[src/rtl/multi_channel_wave_gen_pkg.sv]
// Shared types for the multi-channel square-wave / PWM generator.
package wave_gen_pkg;

  // Storage width for M/N fields; channels zero-extend their B-bit values.
  localparam int MAX_B = 16;

  typedef enum logic {
    MODE_CONT    = 1'b0,
    MODE_ONESHOT = 1'b1
  } mode_t;

  typedef enum logic {
    ST_IDLE = 1'b0,
    ST_RUN  = 1'b1
  } chan_state_t;

  typedef struct packed {
    logic [MAX_B-1:0] m;
    logic [MAX_B-1:0] n;
    mode_t            mode;
  } shadow_t;

  // Period length in time-units; one extra bit so M=N=max never overflows.
  function automatic logic [MAX_B:0] period_len(input shadow_t s);
    return {1'b0, s.m} + {1'b0, s.n};
  endfunction

endpackage

[src/rtl/multi_channel_wave_gen_if.sv]
// Shadow-register write port shared by all channels.
interface multi_channel_wave_gen_if #(
  parameter int B  = 4,
  parameter int CH = 4
) ();
  localparam int CHW = (CH > 1) ? $clog2(CH) : 1;

  logic           wr_en;
  logic [CHW-1:0] wr_ch;
  logic [B-1:0]   wr_m;
  logic [B-1:0]   wr_n;
  logic           wr_mode;

  modport master (output wr_en, wr_ch, wr_m, wr_n, wr_mode);
  modport slave  (input  wr_en, wr_ch, wr_m, wr_n, wr_mode);
endinterface

[src/rtl/multi_channel_wave_gen_channel.sv]
// One generator channel: shadow/active registers, IDLE/RUN FSM, phase counter.
module wave_gen_channel
  import wave_gen_pkg::*;
#(
  parameter int B = 4
) (
  input  logic         clk,
  input  logic         rst,
  input  logic         tick,
  input  logic         en,
  input  logic         trig,
  input  logic         wr,
  input  logic [B-1:0] wr_m,
  input  logic [B-1:0] wr_n,
  input  logic         wr_mode,
  output logic         wave_out,
  output logic         busy,
  output logic         period_done
);

  shadow_t     sh_q, sh_d;
  shadow_t     act_q, act_d;
  chan_state_t state_q, state_d;
  logic [B:0]  p_q, p_d;
  logic        pend_q, pend_d;
  logic        wave_q, wave_d;
  logic        done_q, done_d;

  logic [MAX_B:0] sh_len;
  logic [MAX_B:0] act_last;
  logic [MAX_B:0] p_ext;

  // Next-state, shadow update and output computation.
  always_comb begin
    sh_d    = sh_q;
    act_d   = act_q;
    state_d = state_q;
    p_d     = p_q;
    pend_d  = pend_q;
    wave_d  = wave_q;
    done_d  = 1'b0;

    sh_len   = period_len(sh_q);
    act_last = period_len(act_q) - (MAX_B+1)'(1);
    p_ext    = (MAX_B+1)'(p_q);

    if (wr) begin
      sh_d.m    = MAX_B'(wr_m);
      sh_d.n    = MAX_B'(wr_n);
      sh_d.mode = wr_mode ? MODE_ONESHOT : MODE_CONT;
    end

    if (!en) begin
      // Disable acts on the clock edge, not the tick, and suppresses period_done.
      state_d = ST_IDLE;
      wave_d  = 1'b0;
      pend_d  = 1'b0;
    end else begin
      case (state_q)
        ST_IDLE: begin
          wave_d = 1'b0;
          if (trig && (sh_q.mode == MODE_ONESHOT)) pend_d = 1'b1;
          if (tick && ((sh_q.mode == MODE_CONT) || pend_q) && (sh_len != '0)) begin
            act_d   = sh_q;
            p_d     = '0;
            state_d = ST_RUN;
            pend_d  = 1'b0;
            wave_d  = (sh_q.m != '0);
          end
        end
        ST_RUN: begin
          if (tick) begin
            if (p_ext == act_last) begin
              done_d = 1'b1;
              if ((act_q.mode == MODE_CONT) && (sh_len != '0)) begin
                act_d  = sh_q;
                p_d    = '0;
                wave_d = (sh_q.m != '0);
              end else begin
                state_d = ST_IDLE;
                wave_d  = 1'b0;
              end
            end else begin
              p_d    = p_q + (B+1)'(1);
              wave_d = ((p_ext + (MAX_B+1)'(1)) < {1'b0, act_q.m});
            end
          end
        end
        default: state_d = ST_IDLE;
      endcase
    end
  end

  // State registers with synchronous reset.
  always_ff @(posedge clk) begin
    if (rst) begin
      sh_q    <= '0;
      act_q   <= '0;
      state_q <= ST_IDLE;
      p_q     <= '0;
      pend_q  <= 1'b0;
      wave_q  <= 1'b0;
      done_q  <= 1'b0;
    end else begin
      sh_q    <= sh_d;
      act_q   <= act_d;
      state_q <= state_d;
      p_q     <= p_d;
      pend_q  <= pend_d;
      wave_q  <= wave_d;
      done_q  <= done_d;
    end
  end

  assign wave_out    = wave_q;
  assign busy        = (state_q == ST_RUN);
  assign period_done = done_q;

endmodule

[src/rtl/multi_channel_wave_gen.sv]
// Multi-channel PWM generator top: shared prescaler, write decode, channel array.
module multi_channel_wave_gen
  import wave_gen_pkg::*;
#(
  parameter int B        = 4,
  parameter int CH       = 4,
  parameter int TICK_DIV = 10
) (
  input  logic                     CLK,
  input  logic                     RST,
  input  logic [CH-1:0]            en,
  input  logic [CH-1:0]            trig,
  multi_channel_wave_gen_if.slave  wr_bus,
  output logic [CH-1:0]            waveOut,
  output logic [CH-1:0]            busy,
  output logic [CH-1:0]            period_done
);

  localparam int CW = (TICK_DIV > 1) ? $clog2(TICK_DIV) : 1;

  logic [CW-1:0] cnt_q, cnt_d;
  logic          tick;
  logic [CH-1:0] wr_sel;

  // Free-running prescaler; tick marks the last cycle of each time-unit.
  always_comb begin
    tick  = (cnt_q == CW'(TICK_DIV - 1));
    cnt_d = tick ? '0 : cnt_q + CW'(1);
  end

  // Prescaler register.
  always_ff @(posedge CLK) begin
    if (RST) cnt_q <= '0;
    else     cnt_q <= cnt_d;
  end

  // Write decode; out-of-range channel indices select nothing.
  always_comb begin
    wr_sel = '0;
    for (int unsigned i = 0; i < CH; i++) begin
      wr_sel[i] = wr_bus.wr_en && (32'(wr_bus.wr_ch) == i);
    end
  end

  for (genvar g = 0; g < CH; g++) begin : g_ch
    wave_gen_channel #(.B(B)) u_ch (
      .clk         (CLK),
      .rst         (RST),
      .tick        (tick),
      .en          (en[g]),
      .trig        (trig[g]),
      .wr          (wr_sel[g]),
      .wr_m        (wr_bus.wr_m),
      .wr_n        (wr_bus.wr_n),
      .wr_mode     (wr_bus.wr_mode),
      .wave_out    (waveOut[g]),
      .busy        (busy[g]),
      .period_done (period_done[g])
    );
  end

endmodule

[src/flat_wrapper.sv]
// flat-port wrapper written by rule: the top's interface ports become plain ports
module multi_channel_wave_gen_flat import wave_gen_pkg::*;
#(
  parameter int B        = 4,
  parameter int CH       = 4,
  parameter int TICK_DIV = 10
)
  (CLK, RST, en, trig, waveOut, busy, period_done, wr_bus_wr_en, wr_bus_wr_ch, wr_bus_wr_m, wr_bus_wr_n, wr_bus_wr_mode);
  multi_channel_wave_gen_if #(.B(B), .CH(CH)) wr_bus_i ();
  input  logic CLK;
  input  logic RST;
  input  logic [CH-1:0] en;
  input  logic [CH-1:0] trig;
  output logic [CH-1:0] waveOut;
  output logic [CH-1:0] busy;
  output logic [CH-1:0] period_done;
  input wire logic [$bits(wr_bus_i.wr_en)-1:0] wr_bus_wr_en;
  input wire logic [$bits(wr_bus_i.wr_ch)-1:0] wr_bus_wr_ch;
  input wire logic [$bits(wr_bus_i.wr_m)-1:0] wr_bus_wr_m;
  input wire logic [$bits(wr_bus_i.wr_n)-1:0] wr_bus_wr_n;
  input wire logic [$bits(wr_bus_i.wr_mode)-1:0] wr_bus_wr_mode;
  assign wr_bus_i.wr_en = wr_bus_wr_en;
  assign wr_bus_i.wr_ch = wr_bus_wr_ch;
  assign wr_bus_i.wr_m = wr_bus_wr_m;
  assign wr_bus_i.wr_n = wr_bus_wr_n;
  assign wr_bus_i.wr_mode = wr_bus_wr_mode;
  multi_channel_wave_gen #(.B(B), .CH(CH), .TICK_DIV(TICK_DIV)) u_core (.CLK(CLK), .RST(RST), .en(en), .trig(trig), .wr_bus(wr_bus_i), .waveOut(waveOut), .busy(busy), .period_done(period_done));
endmodule
[config.mk]
export PLATFORM = sky130hd
export DESIGN_NAME = multi_channel_wave_gen_flat
export DESIGN_NICKNAME = d
export VERILOG_FILES = /design/src/rtl/multi_channel_wave_gen_pkg.sv /design/src/rtl/multi_channel_wave_gen_if.sv /design/src/rtl/multi_channel_wave_gen_channel.sv /design/src/rtl/multi_channel_wave_gen.sv /design/src/flat_wrapper.sv
export SDC_FILE = /design/constraint.sdc
export NUM_CORES = 1
export LEC_CHECK = 0
export ABC_AREA = 0
export CELL_PAD_IN_SITES_DETAIL_PLACEMENT = 0
export CELL_PAD_IN_SITES_GLOBAL_PLACEMENT = 1
export CORE_MARGIN = 2
export CORE_UTILIZATION = 45
export DETAILED_ROUTE_END_ITERATION = 10
export GPL_TIMING_DRIVEN = 0
export PLACE_DENSITY = 0.8
export SYNTH_ARGS = -nofsm -noshare
export SYNTH_HDL_FRONTEND = slang
export SYNTH_HIERARCHICAL = 1
export SYNTH_SLANG_ARGS = --single-unit
[constraint.sdc]
create_clock -name CLK -period 3.75 [get_ports CLK]
set_input_delay 0.5625 -clock CLK [delete_from_list [all_inputs] [get_ports CLK]]
set_output_delay 0.5625 -clock CLK [all_outputs]
set_load 0.1 [all_outputs]
==> impl_metrics.prom <==
# TYPE chip_impl_metric gauge
chip_impl_metric{name="setup_violations",unit=""} 0
chip_impl_metric{name="overflow",unit=""} 0
chip_impl_metric{name="dieArea",unit="mm2"} 0.01707
chip_impl_metric{name="instances_no_fill",unit=""} 1066
chip_impl_metric{name="power.switching_fraction",unit=""} 0.2286
chip_impl_info{name="critical_path.slowest_cell",value="sky130_fd_sc_hd__nor4b_1"} 1
chip_impl_metric{name="fp.dieW",unit="um"} 130.7
chip_impl_info{name="synth_area_leaders",value="sky130_fd_sc_hd__dfxtp_1, sky130_fd_sc_hd__ha_1, sky130_fd_sc_hd__mux2i_1, sky130_fd_sc_hd__nand2b_1, sky130_fd_sc_hd__inv_1"} 1
chip_impl_metric{name="final_layout_size_suffix_gt1_frac",unit=""} 0.05882
chip_impl_metric{name="synth_cell_types",unit=""} 42
chip_impl_metric{name="vias_in_the_first_global_route",unit=""} 5571
chip_impl_metric{name="cp_data_arrival_time",unit="ns"} 3.34
chip_impl_metric{name="power.share.combinational",unit=""} 0.081
chip_impl_metric{name="cts_num_sinks",unit=""} 112
chip_impl_metric{name="power_internal",unit="mW"} 1.897
chip_impl_metric{name="slew_headroom",unit=""} 0.1975
chip_impl_info{name="result_of_the_run",value="completed"} 1
chip_impl_metric{name="post_cts_setup_bufs",unit=""} 0
chip_impl_metric{name="clk_transition_reported_paths",unit="ns"} 0.07
chip_impl_info{name="crit_path_cell_trace",value="inv_1 > ha_1 > inv_1 > ha_1 > a21o_1 > a21oi_1 > ha_1 > xor2_1 > o2111ai_1 > nor4b_1 > or2_2 > o22ai_1"} 1
chip_impl_metric{name="ir_worst_vdd",unit="mV"} 0.2092
chip_impl_metric{name="drt-wirelength-per-cell",unit="um"} 14.24
chip_impl_metric{name="global_route.usage.met3",unit=""} 0.02647
chip_impl_metric{name="pwr-share-clk",unit=""} 0.421
chip_impl_metric{name="synth_async_reset_ratio",unit=""} 0
chip_impl_metric{name="cts.hold.buffers_added",unit=""} 0
chip_impl_metric{name="crit_path_max_incr_delay",unit="ns"} 0.69
chip_impl_info{name="netlist_top_cells_count",value="sky130_fd_sc_hd__dfxtp_1, sky130_fd_sc_hd__inv_1, sky130_fd_sc_hd__nand2b_1"} 1
chip_impl_metric{name="grt_start_max_net_pins",unit=""} 25
chip_impl_metric{name="route.detailed.drc",unit=""} 0
chip_impl_metric{name="cp_num_buf_inv",unit=""} 2
chip_impl_metric{name="numCtsBuffers",unit=""} 9
chip_impl_info{name="cts.root.buffer_cell",value="sky130_fd_sc_hd__clkbuf_16"} 1
chip_impl_metric{name="detailedPlace.worstSlack",unit="ns"} 0.6243
chip_impl_metric{name="number_of_placed_instances_with_taps_included",unit=""} 1050
chip_impl_metric{name="depth_of_the_cts_h_tree",unit=""} 3
chip_impl_metric{name="floorplan.core_area",unit="mm2"} 0.01577
chip_impl_metric{name="finalWorstSetupSlack",unit="ns"} 0.6267
chip_impl_metric{name="timing.final.crit_period",unit="ns"} 3.123
chip_impl_metric{name="final_nets",unit=""} 941
chip_impl_info{name="synth-main-ff-cell",value="sky130_fd_sc_hd__dfxtp_1"} 1
chip_impl_metric{name="power.sequential.fraction",unit=""} 0.498
chip_impl_info{name="crit_path_launch_type",value="register"} 1
chip_impl_metric{name="synth_top_area_frac",unit=""} 0.3106
chip_impl_metric{name="global_route.usage.met2",unit=""} 0.3189
chip_impl_metric{name="final.hold.worst_slack",unit="ns"} 0.4752
chip_impl_metric{name="powerDensity",unit="mW/mm2"} 301.4
chip_impl_metric{name="critPathMaxFanout",unit=""} 4
chip_impl_info{name="end_kind",value="register"} 1
chip_impl_info{name="rsz0062_at_grt",value="false"} 1
chip_impl_metric{name="total_of_fill_cells_in_the_finished_design",unit=""} 1457
chip_impl_metric{name="seqCellArea",unit="mm2"} 0.002242
chip_impl_info{name="most_utilized_layer_in_the_global_route_result",value="met2"} 1
chip_impl_metric{name="die_y",unit="um"} 130.7
chip_impl_metric{name="switchingPower",unit="mW"} 0.5622
chip_impl_metric{name="totalPowerFinal",unit="mW"} 2.459
chip_impl_metric{name="clk_skew",unit="ns"} 0.004872
chip_impl_metric{name="ant_diodes",unit=""} 0
chip_impl_metric{name="grtUsageMet1",unit=""} 0.2572
chip_impl_metric{name="drt-pass1-iter-count",unit=""} 4
chip_impl_info{name="timing.critical_path.max_delay_family",value="simple AND/OR/NAND/NOR gates"} 1
chip_impl_metric{name="max_freq",unit="MHz"} 320.2
chip_impl_metric{name="synth_edf_count",unit=""} 0
chip_impl_metric{name="area.growth.synth_to_final",unit="%"} 13.02
chip_impl_metric{name="synth_fp_nets",unit=""} 896
chip_impl_info{name="hold_path_class",value="reg2reg"} 1
chip_impl_metric{name="dpl_cell_area",unit="mm2"} 0.007838
chip_impl_metric{name="synthesis.yosys.warnings",unit=""} 6
chip_impl_metric{name="place_congestion",unit=""} 0.8607
chip_impl_info{name="yosysMostFrequentCell",value="sky130_fd_sc_hd__dfxtp_1"} 1
chip_impl_metric{name="cts.path.max_buffers",unit=""} 2
chip_impl_metric{name="required",unit="ns"} 3.97
chip_impl_metric{name="synthesis.area",unit="mm2"} 0.007219
chip_impl_info{name="crit_type",value="reg2reg"} 1
chip_impl_metric{name="gate_count_of_the_mapped_netlist",unit=""} 800
chip_impl_metric{name="drt_first_iter_violations",unit=""} 223
chip_impl_metric{name="max_slew.worst_pin.slew",unit="ns"} 1.200
chip_impl_metric{name="route.final.wire_length",unit="mm"} 15.18
chip_impl_metric{name="floorplan.initialDensity",unit=""} 0.4578
chip_impl_metric{name="multi_input_area",unit="mm2"} 0.004481
chip_impl_metric{name="number_of_antenna_violations_at_the_first_check_in_global_routing",unit=""} 0
chip_impl_metric{name="design.portCount",unit=""} 34
chip_impl_metric{name="detail_placement_hpwl",unit="mm"} 11.70
chip_impl_info{name="synthDominantAreaCellType",value="sky130_fd_sc_hd__dfxtp_1"} 1
chip_impl_metric{name="grt_pass1_wl",unit="mm"} 26.23
chip_impl_metric{name="maxSlewViolCount",unit=""} 0
chip_impl_metric{name="via_count",unit=""} 5537
chip_impl_metric{name="timing.final.crit_share",unit=""} 0.8329
chip_impl_metric{name="row_count",unit=""} 46
chip_impl_metric{name="ant_nets",unit=""} 0
chip_impl_metric{name="synth.yosys.seq_area_share",unit=""} 0.3106
chip_impl_metric{name="utilization",unit=""} 0.5174
chip_impl_metric{name="total_leakage_power",unit="nW"} 3.147
chip_impl_metric{name="max_cap_violations",unit=""} 0
chip_impl_metric{name="cts_resized",unit=""} 0
chip_impl_metric{name="synthesis.area_per_instance",unit="um2"} 9.024
chip_impl_metric{name="route.detailed.vias_per_inst",unit=""} 5.194
chip_impl_info{name="cts_tree",value="yes"} 1
chip_impl_metric{name="global_route_usage_over_all_layers",unit=""} 0.1925
chip_impl_info{name="crit_top_cell",value="sky130_fd_sc_hd__ha_1"} 1
chip_impl_metric{name="final_cell_area",unit="mm2"} 0.008159
chip_impl_metric{name="total_of_flip_flops_plus_latches_after_synthesis",unit=""} 112
chip_impl_metric{name="finalHoldViolations",unit=""} 0
chip_impl_metric{name="io_buffers",unit=""} 33
chip_impl_metric{name="worstSkewPairLatency",unit="ns"} 0.35
chip_impl_metric{name="finalSetupTns",unit="ns"} 0
cells by family after synthesis:
family | count (synthesis) | synth area share
compound gates | 130 | 0.1345
xor+xnor | 28 | 0.04159
fa+ha+maj | 74 | 0.1366
buf+inv | 121 | 0.06915
flops | 112 | 0.3106
mux | 76 | 0.1054
simple gates | 259 | 0.2023
flip-flops by register name, indices dropped and copies added (netlist names):
| signal | count |
|---|---|
| u_core/g_ch.u_ch/busy | 4 |
| u_core/g_ch.u_ch/p_q | 20 |
| u_core/g_ch.u_ch/wave_out | 4 |
| u_core/g_ch.u_ch/pend_q | 4 |
| u_core/g_ch.u_ch/act_q | 36 |
| u_core/cnt_q | 4 |
| u_core/g_ch.u_ch/sh_q | 36 |
| u_core/g_ch.u_ch/period_done | 4 |
layout by cell type, fill, tap and decap left out, types with 5 or more instances in the layout:
cell / instances
sky130_fd_sc_hd__clkbuf_16: 9
sky130_fd_sc_hd__a21o_1: 12
sky130_fd_sc_hd__dfxtp_1: 112
sky130_fd_sc_hd__nand2_1: 42
sky130_fd_sc_hd__or2_2: 8
sky130_fd_sc_hd__clkbuf_1: 16
sky130_fd_sc_hd__and3_1: 9
sky130_fd_sc_hd__xor2_1: 8
sky130_fd_sc_hd__fa_1: 8
sky130_fd_sc_hd__a221oi_1: 8
sky130_fd_sc_hd__xnor2_1: 16
sky130_fd_sc_hd__nor2b_1: 8
sky130_fd_sc_hd__o21a_1: 8
sky130_fd_sc_hd__nor2_1: 53
sky130_fd_sc_hd__and2_1: 8
sky130_fd_sc_hd__buf_8: 5
sky130_fd_sc_hd__ha_1: 66
sky130_fd_sc_hd__inv_1: 101
sky130_fd_sc_hd__nand2b_1: 90
sky130_fd_sc_hd__a211oi_1: 16
sky130_fd_sc_hd__mux2i_1: 76
sky130_fd_sc_hd__clkdlybuf4s50_1: 33
sky130_fd_sc_hd__nand3_1: 10
sky130_fd_sc_hd__a21oi_1: 26
sky130_fd_sc_hd__o21ai_0: 12
sky130_fd_sc_hd__nand3b_1: 5
sky130_fd_sc_hd__o22ai_1: 12
sky130_fd_sc_hd__and3b_1: 5
sky130_fd_sc_hd__nor3b_1: 5
power by group through the flow:
stage               registers [mW]  clock network [mW]  logic (mW)
floorplan                     1.24                   0       0.132
finish                        1.22                1.04       0.199
global placement              1.25                   0       0.193
detailed placement            1.25                   0       0.198
global route                  1.23                1.12       0.221
CTS                           1.22                1.07       0.199
worst register-to-register path, delay by kind of cell, from the launching register on:
family	cells	cell delay, ns
and+or+nand+nor	2	0.95
DFF	1	0.34
AOI/OAI and AO/OA	4	0.63
xor gates and xnor gates	1	0.13
buffers and inverters	2	0.13
adders and majority gates	3	0.82
area by class of cell:
| type | count | area share |
|---|---|---|
| buffer | 20 | 0.01472 |
| multi-input combinational | 567 | 0.5491 |
| sequential | 112 | 0.2748 |
| clock inverter | 6 | 0.01012 |
| timing repair buffer | 34 | 0.04232 |
| inverter | 101 | 0.04647 |
| tap | 216 | 0.03312 |
| clock buffer | 10 | 0.02929 |
final timing paths:
path | depth (start not counted) | slack (ns) | end | startpoint
max reg2reg | 12 | 0.63 | u_core/g_ch[0].u_ch/p_q[4]$_SDFFE_PP0P_ | u_core/g_ch[0].u_ch/act_q[19]$_SDFFE_PP0P_
max | 12 | 0.63 | u_core/g_ch[0].u_ch/p_q[4]$_SDFFE_PP0P_ | u_core/g_ch[0].u_ch/act_q[19]$_SDFFE_PP0P_
min | 2 | 0.48 | u_core/g_ch[2].u_ch/act_q[1]$_SDFFE_PP0P_ | u_core/g_ch[2].u_ch/act_q[1]$_SDFFE_PP0P_
min reg2reg | 2 | 0.48 | u_core/g_ch[2].u_ch/act_q[1]$_SDFFE_PP0P_ | u_core/g_ch[2].u_ch/act_q[1]$_SDFFE_PP0P_
routing by layer:
metal / wire length (um) / part of all wire
met1: 7499 / 0.49
met2: 6959 / 0.46
met3: 433 / 0.029
met4: 286 / 0.019
met5: 0 / 0
Power figures use the tool's default switching activity.
